$ cat src/rtl/dtm_uart_pkg.sv
// Shared definitions for the host side of the UART debug link: frame constants,
// DMI op/resp codes, FSM state encoding and the packed request/response layouts.
package dtm_uart_pkg;

  localparam logic [7:0] SYNC_BYTE      = 8'h5A;
  localparam int         REQ_FRAME_LEN  = 7;
  localparam int         RESP_FRAME_LEN = 5;

  localparam logic [1:0] OP_NOP   = 2'd0;
  localparam logic [1:0] OP_READ  = 2'd1;
  localparam logic [1:0] OP_WRITE = 2'd2;
  localparam logic [1:0] OP_RSVD  = 2'd3;

  localparam logic [1:0] RESP_SUCCESS = 2'd0;
  localparam logic [1:0] RESP_FAILED  = 2'd2;
  localparam logic [1:0] RESP_BUSY    = 2'd3;

  typedef enum logic [1:0] {
    ST_IDLE      = 2'd0,
    ST_SEND      = 2'd1,
    ST_WAIT_RESP = 2'd2,
    ST_RESP      = 2'd3
  } state_e;

  typedef struct packed {
    logic [6:0]  addr;
    logic [31:0] data;
    logic [1:0]  op;
  } dmi_req_t;

  typedef struct packed {
    logic [31:0] data;
    logic [1:0]  resp;
  } dmi_resp_t;

  // Byte idx of the outgoing request frame.
  function automatic logic [7:0] req_frame_byte(input dmi_req_t req, input logic [2:0] idx);
    logic [7:0] b;
    case (idx)
      3'd0:    b = SYNC_BYTE;
      3'd1:    b = {6'b0, req.op};
      3'd2:    b = {1'b0, req.addr};
      3'd3:    b = req.data[7:0];
      3'd4:    b = req.data[15:8];
      3'd5:    b = req.data[23:16];
      default: b = req.data[31:24];
    endcase
    return b;
  endfunction

endpackage

$ cat src/rtl/dmi_uart_host_timeout.sv
// Idle-RX watchdog for WAIT_RESP: counts cycles without a received byte and
// flags expiry; a byte in the expiry cycle (clr) suppresses the flag.
module dmi_uart_host_timeout #(
  parameter int unsigned TIMEOUT_CYCLES = 100000
) (
  input  logic clk,
  input  logic rst,
  input  logic en,
  input  logic clr,
  output logic expire
);

  localparam int unsigned W = $clog2(TIMEOUT_CYCLES + 1);
  localparam logic [W-1:0] LAST = W'(TIMEOUT_CYCLES - 1);

  logic [W-1:0] count_q;

  always_ff @(posedge clk or posedge rst) begin
    if (rst) begin
      count_q <= '0;
    end else if (!en || clr) begin
      count_q <= '0;
    end else if (count_q != LAST) begin
      count_q <= count_q + 1'b1;
    end
  end

  assign expire = en && !clr && (count_q == LAST);

endmodule

$ cat src/rtl/dmi_uart_host.sv
// DMI request -> 7-byte UART frame, 5-byte reply -> DMI response.
// Optional RX timeout in WAIT_RESP enabled by defining DMI_UART_HOST_TIMEOUT_EN.
import dtm_uart_pkg::*;

module dmi_uart_host #(
  parameter int unsigned CLOCK_HZ       = 100000000,
  parameter int unsigned TIMEOUT_CYCLES = CLOCK_HZ / 1000
) (
  input  logic        CLK_I,
  input  logic        RST_I,
  input  logic        REQ_VALID_I,
  output logic        REQ_READY_O,
  input  logic [40:0] REQ_I,
  output logic        RESP_VALID_O,
  input  logic        RESP_READY_I,
  output logic [33:0] RESP_O,
  output logic [7:0]  TX_DATA_O,
  output logic        TX_VALID_O,
  input  logic        TX_READY_I,
  input  logic [7:0]  RX_DATA_I,
  input  logic        RX_VALID_I,
  output logic        STRAY_O,
  output logic [1:0]  dbg_state
);

  // Handshakes: a transfer happens on the rising edge where valid && ready;
  // valid, once raised, holds its payload stable until that edge.

  localparam logic [2:0] TX_LAST = 3'(REQ_FRAME_LEN - 1);
  localparam logic [2:0] RX_LAST = 3'(RESP_FRAME_LEN - 1);

  state_e      state_q;
  dmi_req_t    req_q;
  dmi_req_t    req_in;
  logic [2:0]  tx_idx_q;
  logic [2:0]  rx_idx_q;
  logic [31:0] rx_data_q;
  logic        timeout_expire;

  assign req_in    = REQ_I;
  assign dbg_state = state_q;

`ifdef DMI_UART_HOST_TIMEOUT_EN
  dmi_uart_host_timeout #(
    .TIMEOUT_CYCLES(TIMEOUT_CYCLES)
  ) u_timeout (
    .clk    (CLK_I),
    .rst    (RST_I),
    .en     (state_q == ST_WAIT_RESP),
    .clr    (RX_VALID_I),
    .expire (timeout_expire)
  );
`else
  assign timeout_expire = 1'b0;
`endif

  always_ff @(posedge CLK_I or posedge RST_I) begin
    if (RST_I) begin
      state_q      <= ST_IDLE;
      req_q        <= '0;
      tx_idx_q     <= '0;
      rx_idx_q     <= '0;
      rx_data_q    <= '0;
      REQ_READY_O  <= 1'b0;
      RESP_VALID_O <= 1'b0;
      RESP_O       <= '0;
      TX_VALID_O   <= 1'b0;
      TX_DATA_O    <= '0;
      STRAY_O      <= 1'b0;
    end else begin
      STRAY_O <= RX_VALID_I && (state_q != ST_WAIT_RESP);
      case (state_q)
        ST_IDLE: begin
          REQ_READY_O <= 1'b1;
          if (REQ_VALID_I && REQ_READY_O) begin
            REQ_READY_O <= 1'b0;
            req_q       <= req_in;
            case (req_in.op)
              OP_READ, OP_WRITE: begin
                state_q    <= ST_SEND;
                tx_idx_q   <= '0;
                TX_VALID_O <= 1'b1;
                TX_DATA_O  <= SYNC_BYTE;
              end
              OP_NOP: begin
                state_q      <= ST_RESP;
                RESP_VALID_O <= 1'b1;
                RESP_O       <= {32'b0, RESP_SUCCESS};
              end
              default: begin
                state_q      <= ST_RESP;
                RESP_VALID_O <= 1'b1;
                RESP_O       <= {32'b0, RESP_FAILED};
              end
            endcase
          end
        end
        ST_SEND: begin
          if (TX_VALID_O && TX_READY_I) begin
            if (tx_idx_q == TX_LAST) begin
              TX_VALID_O <= 1'b0;
              rx_idx_q   <= '0;
              state_q    <= ST_WAIT_RESP;
            end else begin
              tx_idx_q  <= tx_idx_q + 3'd1;
              TX_DATA_O <= req_frame_byte(req_q, tx_idx_q + 3'd1);
            end
          end
        end
        ST_WAIT_RESP: begin
          // Data bytes land LSB first; the status byte goes straight to RESP_O.
          if (RX_VALID_I) begin
            if (rx_idx_q == RX_LAST) begin
              rx_idx_q     <= '0;
              state_q      <= ST_RESP;
              RESP_VALID_O <= 1'b1;
              RESP_O       <= {rx_data_q, RX_DATA_I[1:0]};
            end else begin
              rx_data_q[{rx_idx_q[1:0], 3'b000} +: 8] <= RX_DATA_I;
              rx_idx_q <= rx_idx_q + 3'd1;
            end
          end else if (timeout_expire) begin
            rx_idx_q     <= '0;
            state_q      <= ST_RESP;
            RESP_VALID_O <= 1'b1;
            RESP_O       <= {32'b0, RESP_FAILED};
          end
        end
        ST_RESP: begin
          if (RESP_READY_I) begin
            RESP_VALID_O <= 1'b0;
            REQ_READY_O  <= 1'b1;
            state_q      <= ST_IDLE;
          end
        end
        default: state_q <= ST_IDLE;
      endcase
    end
  end

endmodule

$ cat config.mk
export PLATFORM = sky130hd
export DESIGN_NAME = dmi_uart_host
export DESIGN_NICKNAME = d
export VERILOG_FILES = /design/src/rtl/dtm_uart_pkg.sv /design/src/rtl/dmi_uart_host_timeout.sv /design/src/rtl/dmi_uart_host.sv
export SDC_FILE = /design/constraint.sdc
export NUM_CORES = 1
export LEC_CHECK = 0
export ABC_CLOCK_PERIOD_IN_PS = 4900
export CORE_UTILIZATION = 35
export CTS_BUF_LIST = sky130_fd_sc_hd__clkbuf_4 sky130_fd_sc_hd__clkbuf_8
export DETAILED_ROUTE_END_ITERATION = 16
export PLACE_DENSITY = 0.6
export SYNTH_ARGS = -nofsm -noshare
export SYNTH_HDL_FRONTEND = slang
export SYNTH_SLANG_ARGS = --single-unit
$ cat constraint.sdc
create_clock -name CLK_I -period 4.9 [get_ports CLK_I]
set_input_delay 0.98 -clock CLK_I [delete_from_list [all_inputs] [get_ports CLK_I]]
set_output_delay 0.98 -clock CLK_I [all_outputs]
set_load 0.1 [all_outputs]
# Word level (Yosys, flattened, before mapping)
# Index checks and enable logic that the tools add are counted.
dict set report totals {
  output_inout_bits 48
  elab_cells 106
  regBits 127
  in_bits 55
}
dict set report op_classes {
  muxes 44
  n_bitwise 1
  eq_ne 22
  n_addsub 3
  n_shift 2
  reduce_logical 21
}
# operator n
set ops {}
lappend ops {{one-hot mux 34 bit (2 select lines)} 2}
lappend ops {{2-to-1 mux 34 bit} 3}
lappend ops {{one-hot mux 8 bit (6 select lines)} 1}
lappend ops {{bitwise mux 32 bit} 1}
lappend ops {{2-to-1 mux 8 bit} 4}
lappend ops {{variable shift 8 x 7 -> 32 bit (first input constant)} 1}
lappend ops {{variable part select 8 x 7 -> 32 bit} 1}
lappend ops {{2-to-1 mux 3 bit} 8}
lappend ops {{inequality test 2 bit (second input constant)} 9}
lappend ops {{one-hot mux 8 bit (2 select lines)} 1}
lappend ops {{AND reduction 5 bit} 3}
lappend ops {{2-to-1 mux 2 bit} 7}
lappend ops {{equality test 3 bit (second input constant)} 4}
lappend ops {{one-hot mux 3 bit (2 select lines)} 2}
lappend ops {{AND reduction 6 bit} 2}
lappend ops {{2-to-1 mux 1 bit} 11}
lappend ops {{one-hot mux 2 bit (4 select lines)} 1}
lappend ops {{nonzero test 2 bit} 4}
lappend ops {{negator 5 -> 7 bit} 1}
lappend ops {{adder 3 x 1 -> 3 bit (second input constant)} 2}
lappend ops {{equality test 2 bit (second input constant)} 3}
lappend ops {{equality test 3 x 2 -> 1 bit (second input constant)} 2}
lappend ops {{equality test 2 x 1 -> 1 bit (second input constant)} 2}
lappend ops {{zero test 2 bit} 2}
lappend ops {{12 further kinds} 16}

# Depth between registers and ports, before layout
# Gate-level depths: netlist (run 1).
dict set report logic_depth {
  depth_word 6
  mapped_depth 9
  ltp_nobuf 6
}

# Worst setup path after synthesis (run 1)
# No wires, ideal clock.
dict set report synth_timing {
  path_type {reg-to-reg}
  from {reg state_q[0], in the netlist dbg_state[0]}
  to {reg TX_DATA_O[1]}
  path_stages_with_launch 9
  setup_time_ns 0.126
  arrival_ns 2.338
  slack_ns 2.436
  t_required_ns 4.774
  path_buffers 2
  period_less_slack_ns 2.464
  cell_sequence {dfrtp_1 -> inv_1 -> ha_1 -> buf_4 -> and3_1 -> buf_2 -> a21oi_1 -> a21oi_4 -> o32a_1}
}
dict set report synth_via {
  elab_chain_cells 3
  word_cells_on_any_way 9
  cone_classes {eq/ne (5); mux (1); reduce/logical (3)}
}
# item line
set synth_rtl {}
lappend synth_rtl {{start: declaration} dmi_uart_host.sv:32} ;# state_e state_q;
lappend synth_rtl {{start signal: assignment} dmi_uart_host.sv:59} ;# state_q <= ST_IDLE;
lappend synth_rtl {{start signal: assignment} dmi_uart_host.sv:80} ;# state_q <= ST_SEND;
lappend synth_rtl {{start signal: assignment} dmi_uart_host.sv:86} ;# state_q <= ST_RESP;
lappend synth_rtl {{equality test 2 x 1 -> 1 bit / zero test 2 bit (equally long branches)} dmi_uart_host.sv:72} ;# case (state_q)
lappend synth_rtl {{inequality test 2 bit (no source line), or another cell as far along} n/a}
lappend synth_rtl {{AND reduction 5 bit (no source line)} n/a}
lappend synth_rtl {{end signal: assignment} dmi_uart_host.sv:106} ;# TX_DATA_O <= req_frame_byte(req_q, tx_idx_q + 3'd1);
lappend synth_rtl {{end: declaration} dmi_uart_host.sv:17} ;# output logic [7:0] TX_DATA_O,
# Parallel ways exist; a longest one is shown, timed or not.
# A chain may end at the register's enable or synchronous reset.

# Worst setup path after layout (run 1)
dict set report layout_timing {
  from {in REQ_I[0]}
  to {reg RESP_O[3]}
}
dict set report layout_via {
  elab_chain_cells 4
  word_cells_on_any_way 5
  cone_classes {eq/ne (3); reduce/logical (2)}
}
# item line
set layout_rtl {}
lappend layout_rtl {{start: declaration} dmi_uart_host.sv:13} ;# input logic [40:0] REQ_I,
lappend layout_rtl {{equality test 2 x 1 -> 1 bit / equality test 2 bit (equally long branches)} dmi_uart_host.sv:78} ;# case (req_in.op)
lappend layout_rtl {{OR reduction 2 bit *} dmi_uart_host.sv:78}
lappend layout_rtl {{inequality test 2 bit (no source line) *} n/a}
lappend layout_rtl {{AND reduction 5 bit (no source line) *} n/a}
lappend layout_rtl {{end signal: assignment} dmi_uart_host.sv:88} ;# RESP_O <= {32'b0, RESP_SUCCESS};
lappend layout_rtl {{end signal: assignment} dmi_uart_host.sv:93} ;# RESP_O <= {32'b0, RESP_FAILED};
lappend layout_rtl {{end signal: assignment} dmi_uart_host.sv:117} ;# RESP_O <= {rx_data_q, RX_DATA_I[1:0]};
lappend layout_rtl {{end: declaration} dmi_uart_host.sv:16} ;# output logic [33:0] RESP_O,
# Mark *: on every way between the ends. The rest lies on a longest branch, timed or not.

==> out/qor.csv, run 1 <==
stage;metric;value;unit
timing;worst clock skew;12.27;ps
global_route;largest net degree at the start of global routing;83;
layout;P&R area growth vs syn;28.37;%
global_route;vias in the first global route;4318;
layout;fraction of layout cells with a size suffix above 1;0.07328;
synth;Ys Warns;0;
worst_setup_path;crit start category;input pin;
timing;setup TNS;0;ps
timing;max-slew violations;0;
hold_path;hold_sp;req_q[19]$_DFFE_PP0P_;
timing;unrepaired setup endpoints after global routing;false;
worst_setup_path;Worst Setup Path Type;input pin to flop;
place;routability cong.;0.7952;
layout;Layout Cell Area excl Fill;0.007099;mm^2
global_route;first-pass GRT wire length;21840;um
status;outcome;finished clean;
detailed_routing;routed wire length;13270;um
synth;register area share after synthesis;0.5747;
synth;asr flop ratio synth;1.000;
synth;post-synthesis cell area;0.005530;mm^2
floorplanning;Die Area;0.01631;mm^2
worst_setup_path;Worst Path Arrival;3460;ps
synth;Post-synth EDFFs;0;
clocking;Worst-path clk slew;70;ps
synth;Net Count, Synth;618;
clocking;clk buf depth;2;
detailed_routing;drc violations;0;
worst_setup_path;Critical Path Fanout Max;33;
synth;Yosys reg bits;127;
detailed_routing;DR pass1 iterations;5;
synth;ranking of synthesized cells by area;dfrtp_1 57%, nand2_1 13%, a22o_1 5.4%, o21ai_0 3.7%, ha_1 3.4%;
power;peak supply drop;0.1643;mV
floorplanning;core area;0.01531;mm^2
job;max-cap violations;0;
place;I/O Buffers;102;
worst_setup_path;R2R Path End;RESP_O[1]$_DFFE_PP0P_;
hold_path;hold worst-path end;req_q[19]$_DFFE_PP0P_;
place;Area after DPL;0.006705;mm^2
clocking;CTS sink cnt;127;
floorplanning;Initial Util;0.3611;
global_route;gr usage total;0.1732;
worst_setup_path;critical path required time;5260;ps
detailed_routing;post-route ant nets;0;
timing;final setup vio count;0;
floorplanning;Die H;127.7;um
detailed_routing;Via density;4.906;
detailed_routing;total number of vias;4249;
global_route;initial antenna violation count;0;
timing;worst slew pin tran;1169;ps
clocking;# resized after CTS;0;
layout;final net count;714;
place;hpwl dp;9352;um
worst_setup_path;Worst Reg2Reg Path Length in Cells;7;
power;power per cell area;286.5;mW/mm^2
clocking;CTS Root Cell;clkbuf_8;
synth;Distinct cells, synth;46;
synth;Post-Syn Area per Cell;10.09;um^2
worst_setup_path;Worst path max stage delay;940;ps
synth;post-synth top area cell;dfrtp_1;
power;Power, Total;2034;uW
floorplanning;Row Count;45;
detailed_routing;wire per inst;15.33;um
clocking;hold_buf cts;0;
worst_setup_path;FF-to-FF Start;dbg_state[0]$_DFFE_PP0P_;
detailed_routing;First DRT Iteration DRCs;254;
hold_path;Hold Path Class;flop to flop;
worst_setup_path;Reg2Reg Setup Slack;2010;ps
layout;Multi-input gate area;0.002146;mm^2
clocking;TritonCTS buffer count;17;
clocking;H-tree Lvls;4;
worst_setup_path;CP bufs+invs;2;
power;Leakage;0.003339;uW
worst_setup_path;Slowest-stage cell, CP;and2_1;
floorplanning;Die Wd;127.7;um
timing;Slew headroom;0.2189;
clocking;clk_lat worst skew;430;ps
layout;ANT cells;0;
clocking;postcts setup bufs;0;
clocking;CTS tree;built;
layout;Fill cells;1484;
synth;share of the synthesized area in the top cell type;0.5747;
timing;final hold vios;0;
global_route;gr ovfl total;0;
timing;Fmax achieved;322.4;MHz
layout;sequential cell area;0.003178;mm^2
synth;ys flop type;dfrtp_1;
floorplanning;I/O pins;103;
timing;post-layout min period;3102;ps
hold_path;hold path cells;2;
worst_setup_path;CP top delay family;simple AND/OR/NAND/NOR gates;
synth;Mapped Cells;548;
worst_setup_path;CP Cell Sequence;clkdlybuf4s50_1 -> inv_1 -> ha_1 -> nand3b_1 -> a22oi_1 -> and2_1 -> a22o_1;
timing;Tcrit/Tclk final;0.6330;
worst_setup_path;crit end category;flop;
final cells by class:
cell class / count / share of cell area
sequential: 127 / 0.4477
multi-input combinational: 375 / 0.3023
timing repair buffer: 106 / 0.1480
clock buffer: 24 / 0.04388
tap: 211 / 0.03719
clock inverter: 6 / 0.01163
inverter: 17 / 0.009341
flip-flops by register name (all words and copies together) (netlist names):
signal / count
req_q: 41
RESP_O: 34
rx_data_q: 32
TX_DATA_O: 8
rx_idx_q: 3
tx_idx_q: 3
dbg_state: 2
REQ_READY_O: 1
RESP_VALID_O: 1
STRAY_O: 1
TX_VALID_O: 1
cell usage in the layout (no fill, tap or decap), types with 3 or more instances in the layout:
cell | synthesis | final
a21oi_1 | 7 | 7
a221oi_1 | 7 | 7
a22o_1 | 34 | 34
a22oi_1 | 6 | 6
a2bb2oi_1 | 3 | 3
and2_1 | 4 | 4
buf_4 | 3 | 4
clkbuf_4 | 0 | 3
clkbuf_8 | 0 | 21
clkdlybuf4s50_1 | 0 | 102
clkinv_2 | 0 | 3
dfrtp_1 | 127 | 127
ha_1 | 15 | 15
inv_1 | 17 | 16
mux2i_1 | 7 | 7
nand2_1 | 197 | 197
nand3_1 | 9 | 9
nor2_1 | 5 | 5
nor2b_1 | 3 | 3
nor3b_1 | 3 | 3
o21ai_0 | 41 | 41
o22ai_1 | 3 | 3
o32a_1 | 4 | 4
how the worst max path moves through the flow:
stage / from / depth (start not counted) / slack [ps] / to
final: REQ_I[0] / 7 / 1800 / RESP_O[3]$_DFFE_PP0P_
after global routing: REQ_VALID_I / 6 / 1580 / RESP_O[1]$_DFFE_PP0P_
after CTS: REQ_VALID_I / 6 / 1770 / RESP_O[1]$_DFFE_PP0P_
after detailed placement: REQ_VALID_I / 6 / 1300 / RESP_O[1]$_DFFE_PP0P_
after global placement: REQ_I[0] / 7 / 1430 / RESP_O[6]$_DFFE_PP0P_
after floorplan: RST_I / 1 / 540 / REQ_READY_O$_DFFE_PP0P_
power breakdown:
part	internal, uW	switching, uW	total (uW)
Clock	515	380	896
Sequential	1050	0.720	1050
Combinational	43.7	45.0	88.7
per-layer routing:
layer	vias to the layer above	track usage	share of wire	wire length [um]
met5	-	0	0	0
met1	2029	0.2296	0.46	6170
met2	150	0.2758	0.47	6185
met4	0	0.07612	0.014	187
met3	18	0.03548	0.055	730
li1	2052	-	-	-
through the flow:
step	worst slack [ps]	hold WS, ps	cells	util
CTS	1767	472.5	866	0.4636
finish	1798	474.5	866	0.4636
global route	1584	505.6	866	0.4636
global placement	1432	453.2	836	0.4378
detailed placement	1304	455.3	836	0.4378
floorplan	535.7	437.4	548	-
Yosys cell counts (2+ instances only):
master,number
mux2_2,2
buf_4,3
mux2i_1,7
nor3b_1,3
o22ai_1,3
a222oi_1,2
clkbuf_1,11
o32a_1,4
and2_1,4
o31ai_1,2
buf_1,2
dfrtp_1,127
a221oi_1,7
a2bb2oi_1,3
nand2_1,197
and3_1,2
a22o_1,34
ha_1,15
a22oi_1,6
nand3_1,9
nor2_1,5
inv_1,17
buf_2,11
nor2b_1,3
a21oi_1,7
o21ai_0,41
a221oi_2,2
worst reg2reg max path, delay by kind of cell, from the launching register on:
family	cells	cell delay, ps
adders and majority gates	1	330
muxes	1	430
DFF	1	400
buffers and inverters	2	480
and+or+nand+nor	2	970
AOI/OAI and AO/OA	1	170
logic make-up after synthesis:
group / after synthesis / share of synthesized area
compound gates: 120 / 0.1634
flops: 127 / 0.5747
fa+ha+maj: 15 / 0.03394
simple gates: 229 / 0.1695
buf+inv: 46 / 0.03733
xor+xnor: 2 / 0.004526
mux: 9 / 0.01674
(Power assumes the default switching activity.)
==> inputs of run 2 (changes only) <==
--- a/config.mk
+++ b/config.mk
@@ -5,7 +5,7 @@
 export SDC_FILE = /design/constraint.sdc
 export NUM_CORES = 1
 export LEC_CHECK = 0
-export ABC_CLOCK_PERIOD_IN_PS = 4900
+export ABC_CLOCK_PERIOD_IN_PS = 3000
 export CORE_UTILIZATION = 35
 export CTS_BUF_LIST = sky130_fd_sc_hd__clkbuf_4 sky130_fd_sc_hd__clkbuf_8
 export DETAILED_ROUTE_END_ITERATION = 16
==> constraint.sdc (replaced) <==
create_clock -name CLK_I -period 3 [get_ports CLK_I]
set_input_delay 0.6 -clock CLK_I [delete_from_list [all_inputs] [get_ports CLK_I]]
set_output_delay 0.6 -clock CLK_I [all_outputs]
set_load 0.1 [all_outputs]
==> out/qor.csv, run 2 (synthesized netlist as in run 1, its figures left out) <==
stage;metric;value;unit
status;outcome;finished clean;
power;Cell Int Power;2796;uW
detailed_routing;DR pass1 iterations;4;
floorplanning;core area;0.01531;mm^2
power;switching pwr;695.3;uW
worst_setup_path;critical path required time;3330;ps
clocking;TritonCTS buffer count;17;
clocking;clk_lat worst skew;440;ps
layout;Layout Cell Area excl Fill;0.007063;mm^2
timing;Slew headroom;0.3812;
power;power per cell area;494.4;mW/mm^2
power;part of the power in registers;0.491;
clocking;postcts setup bufs;0;
detailed_routing;total number of vias;4178;
floorplanning;Row Count;45;
clocking;CTS tree;built;
layout;most frequent cells in the layout;197 x nand2_1, 127 x dfrtp_1, 54 x clkdlybuf4s50_1, 54 x buf_4, 41 x o21ai_0;
timing;max-slew violations;0;
worst_setup_path;Reg2Reg Setup Slack;740;ps
place;I/O Buffers;102;
detailed_routing;First DRT Iteration DRCs;292;
floorplanning;I/O pins;103;
timing;worst slew pin tran;926.2;ps
place;Area after DPL;0.006621;mm^2
global_route;vias in the first global route;4258;
worst_setup_path;Worst Setup Path Type;flop to flop;
floorplanning;Die Area;0.01631;mm^2
clocking;hold_buf cts;0;
layout;ANT cells;0;
timing;unrepaired setup endpoints after global routing;false;
floorplanning;Die H;127.7;um
layout;biggest regs;req_q x41, RESP_O x34, rx_data_q x32;
layout;final net count;717;
clocking;# resized after CTS;0;
timing;setup TNS;0;ps
timing;final worst slack;737.0;ps
place;routability cong.;0.7597;
worst_setup_path;Worst Reg2Reg Path Length in Cells;6;
worst_setup_path;crit path to;rx_idx_q[2]$_DFFE_PP0P_;
detailed_routing;wire per inst;15.07;um
power;Gate power share;0.042;
timing;Tcrit/Tclk final;0.7543;
clocking;CTS sink cnt;127;
detailed_routing;routed wire length;13090;um
power;switch share;0.1991;
floorplanning;Initial Util;0.3611;
global_route;gr ovfl total;0;
place;dpl ws;391.3;ps
timing;post-layout min period;2263;ps
global_route;largest net degree at the start of global routing;128;
timing;Fmax achieved;441.9;MHz
floorplanning;Die Wd;127.7;um
worst_setup_path;FF-to-FF Start;tx_idx_q[0]$_DFFE_PP0P_;
power;peak supply drop;0.3639;mV
detailed_routing;Via density;4.808;
place;hpwl dp;9071;um
global_route;gr usage total;0.1717;
detailed_routing;post-route ant nets;0;
power;Leakage;0.003460;uW
global_route;first-pass GRT wire length;21530;um
job;max-cap violations;0;
worst_setup_path;Critical Path Source;tx_idx_q[0]$_DFFE_PP0P_;
timing;final hold vios;0;
layout;fraction of layout cells with a size suffix above 1;0.1505;
layout;Biggest register;req_q;
clocking;Worst-path clk slew;70;ps
timing;final setup vio count;0;
worst_setup_path;R2R Path End;rx_idx_q[2]$_DFFE_PP0P_;
layout;P&R area growth vs syn;27.71;%
clocking;H-tree Lvls;4;
timing;worst clock skew;7.982;ps
detailed_routing;drc violations;0;
worst_setup_path;Worst Path Arrival;2590;ps
clocking;clk buf depth;2;
worst_setup_path;crit start category;flop;
hold_path;Hold Path Class;flop to flop;
layout;Largest register FFs;41;
layout;commonest non-fill, non-tap cell in the layout;nand2_1;
clocking;CTS Root Cell;clkbuf_8;
worst_setup_path;Critical Path Fanout Max;11;
power;clock share of power;0.467;
global_route;initial antenna violation count;0;
worst_setup_path;crit end category;flop;
-- run 2: worst min-delay path by stage --
stage                          start  cells after the start  slack, ps               endpoint
2_1_floorplan  req_q[29]$_DFFE_PP0P_                      2        440  req_q[29]$_DFFE_PP0P_
3_3_place_gp   req_q[32]$_DFFE_PP0P_                      2        450  req_q[32]$_DFFE_PP0P_
3_5_place_dp   req_q[32]$_DFFE_PP0P_                      2        460  req_q[32]$_DFFE_PP0P_
4_1_cts         req_q[6]$_DFFE_PP0P_                      2        480   req_q[6]$_DFFE_PP0P_
5_1_grt        req_q[20]$_DFFE_PP0P_                      2        490  req_q[20]$_DFFE_PP0P_
6_report        req_q[2]$_DFFE_PP0P_                      2        480   req_q[2]$_DFFE_PP0P_
-- run 2: area by class of cell --
cell class	count	area (um^2)
Clock buffer	24	311.5
Clock inverter	6	130.1
Sequential cell	127	3178
Timing Repair Buffer	109	965.9
Multi-Input combinational cell	375	2146
Inverter	17	67.56
Tap cell	211	264.0
Fill cell	1465	8252
-- run 2: power by group through the flow --
stage               clock network, uW  registers [uW]  logic [uW]
finish                           1630            1710         146
global placement                    0            1750         146
CTS                              1670            1710         149
detailed placement                  0            1750         148
floorplan                           0            1760        34.7
global route                     1740            1710         158
-- run 2: critical path, cell delays in order (launching register included) --
cell     delay, ps
dfrtp_1        430
inv_1          130
ha_1           460
nand4_1        300
a21oi_1        430
o31ai_1        160
a22o_1         250
-- run 2: metal layers --
layer	up-vias	global-route usage	part of all wire
li1	2064	-	-
met2	105	0.2774	0.47
met4	0	0.04913	0.012
met5	-	0	0
met1	1992	0.2256	0.47
met3	17	0.04841	0.044
-- run 2: per-stage QoR --
step                  util  instances  total power, uW  hold slack, ps
global route        0.4612        869             3616           491.4
floorplan                -        548             1791           437.4
finish              0.4612        869             3492           478.5
global placement    0.4324        839             1893           454.4
CTS                 0.4612        869             3529           481.0
detailed placement  0.4324        839             1895           462.4
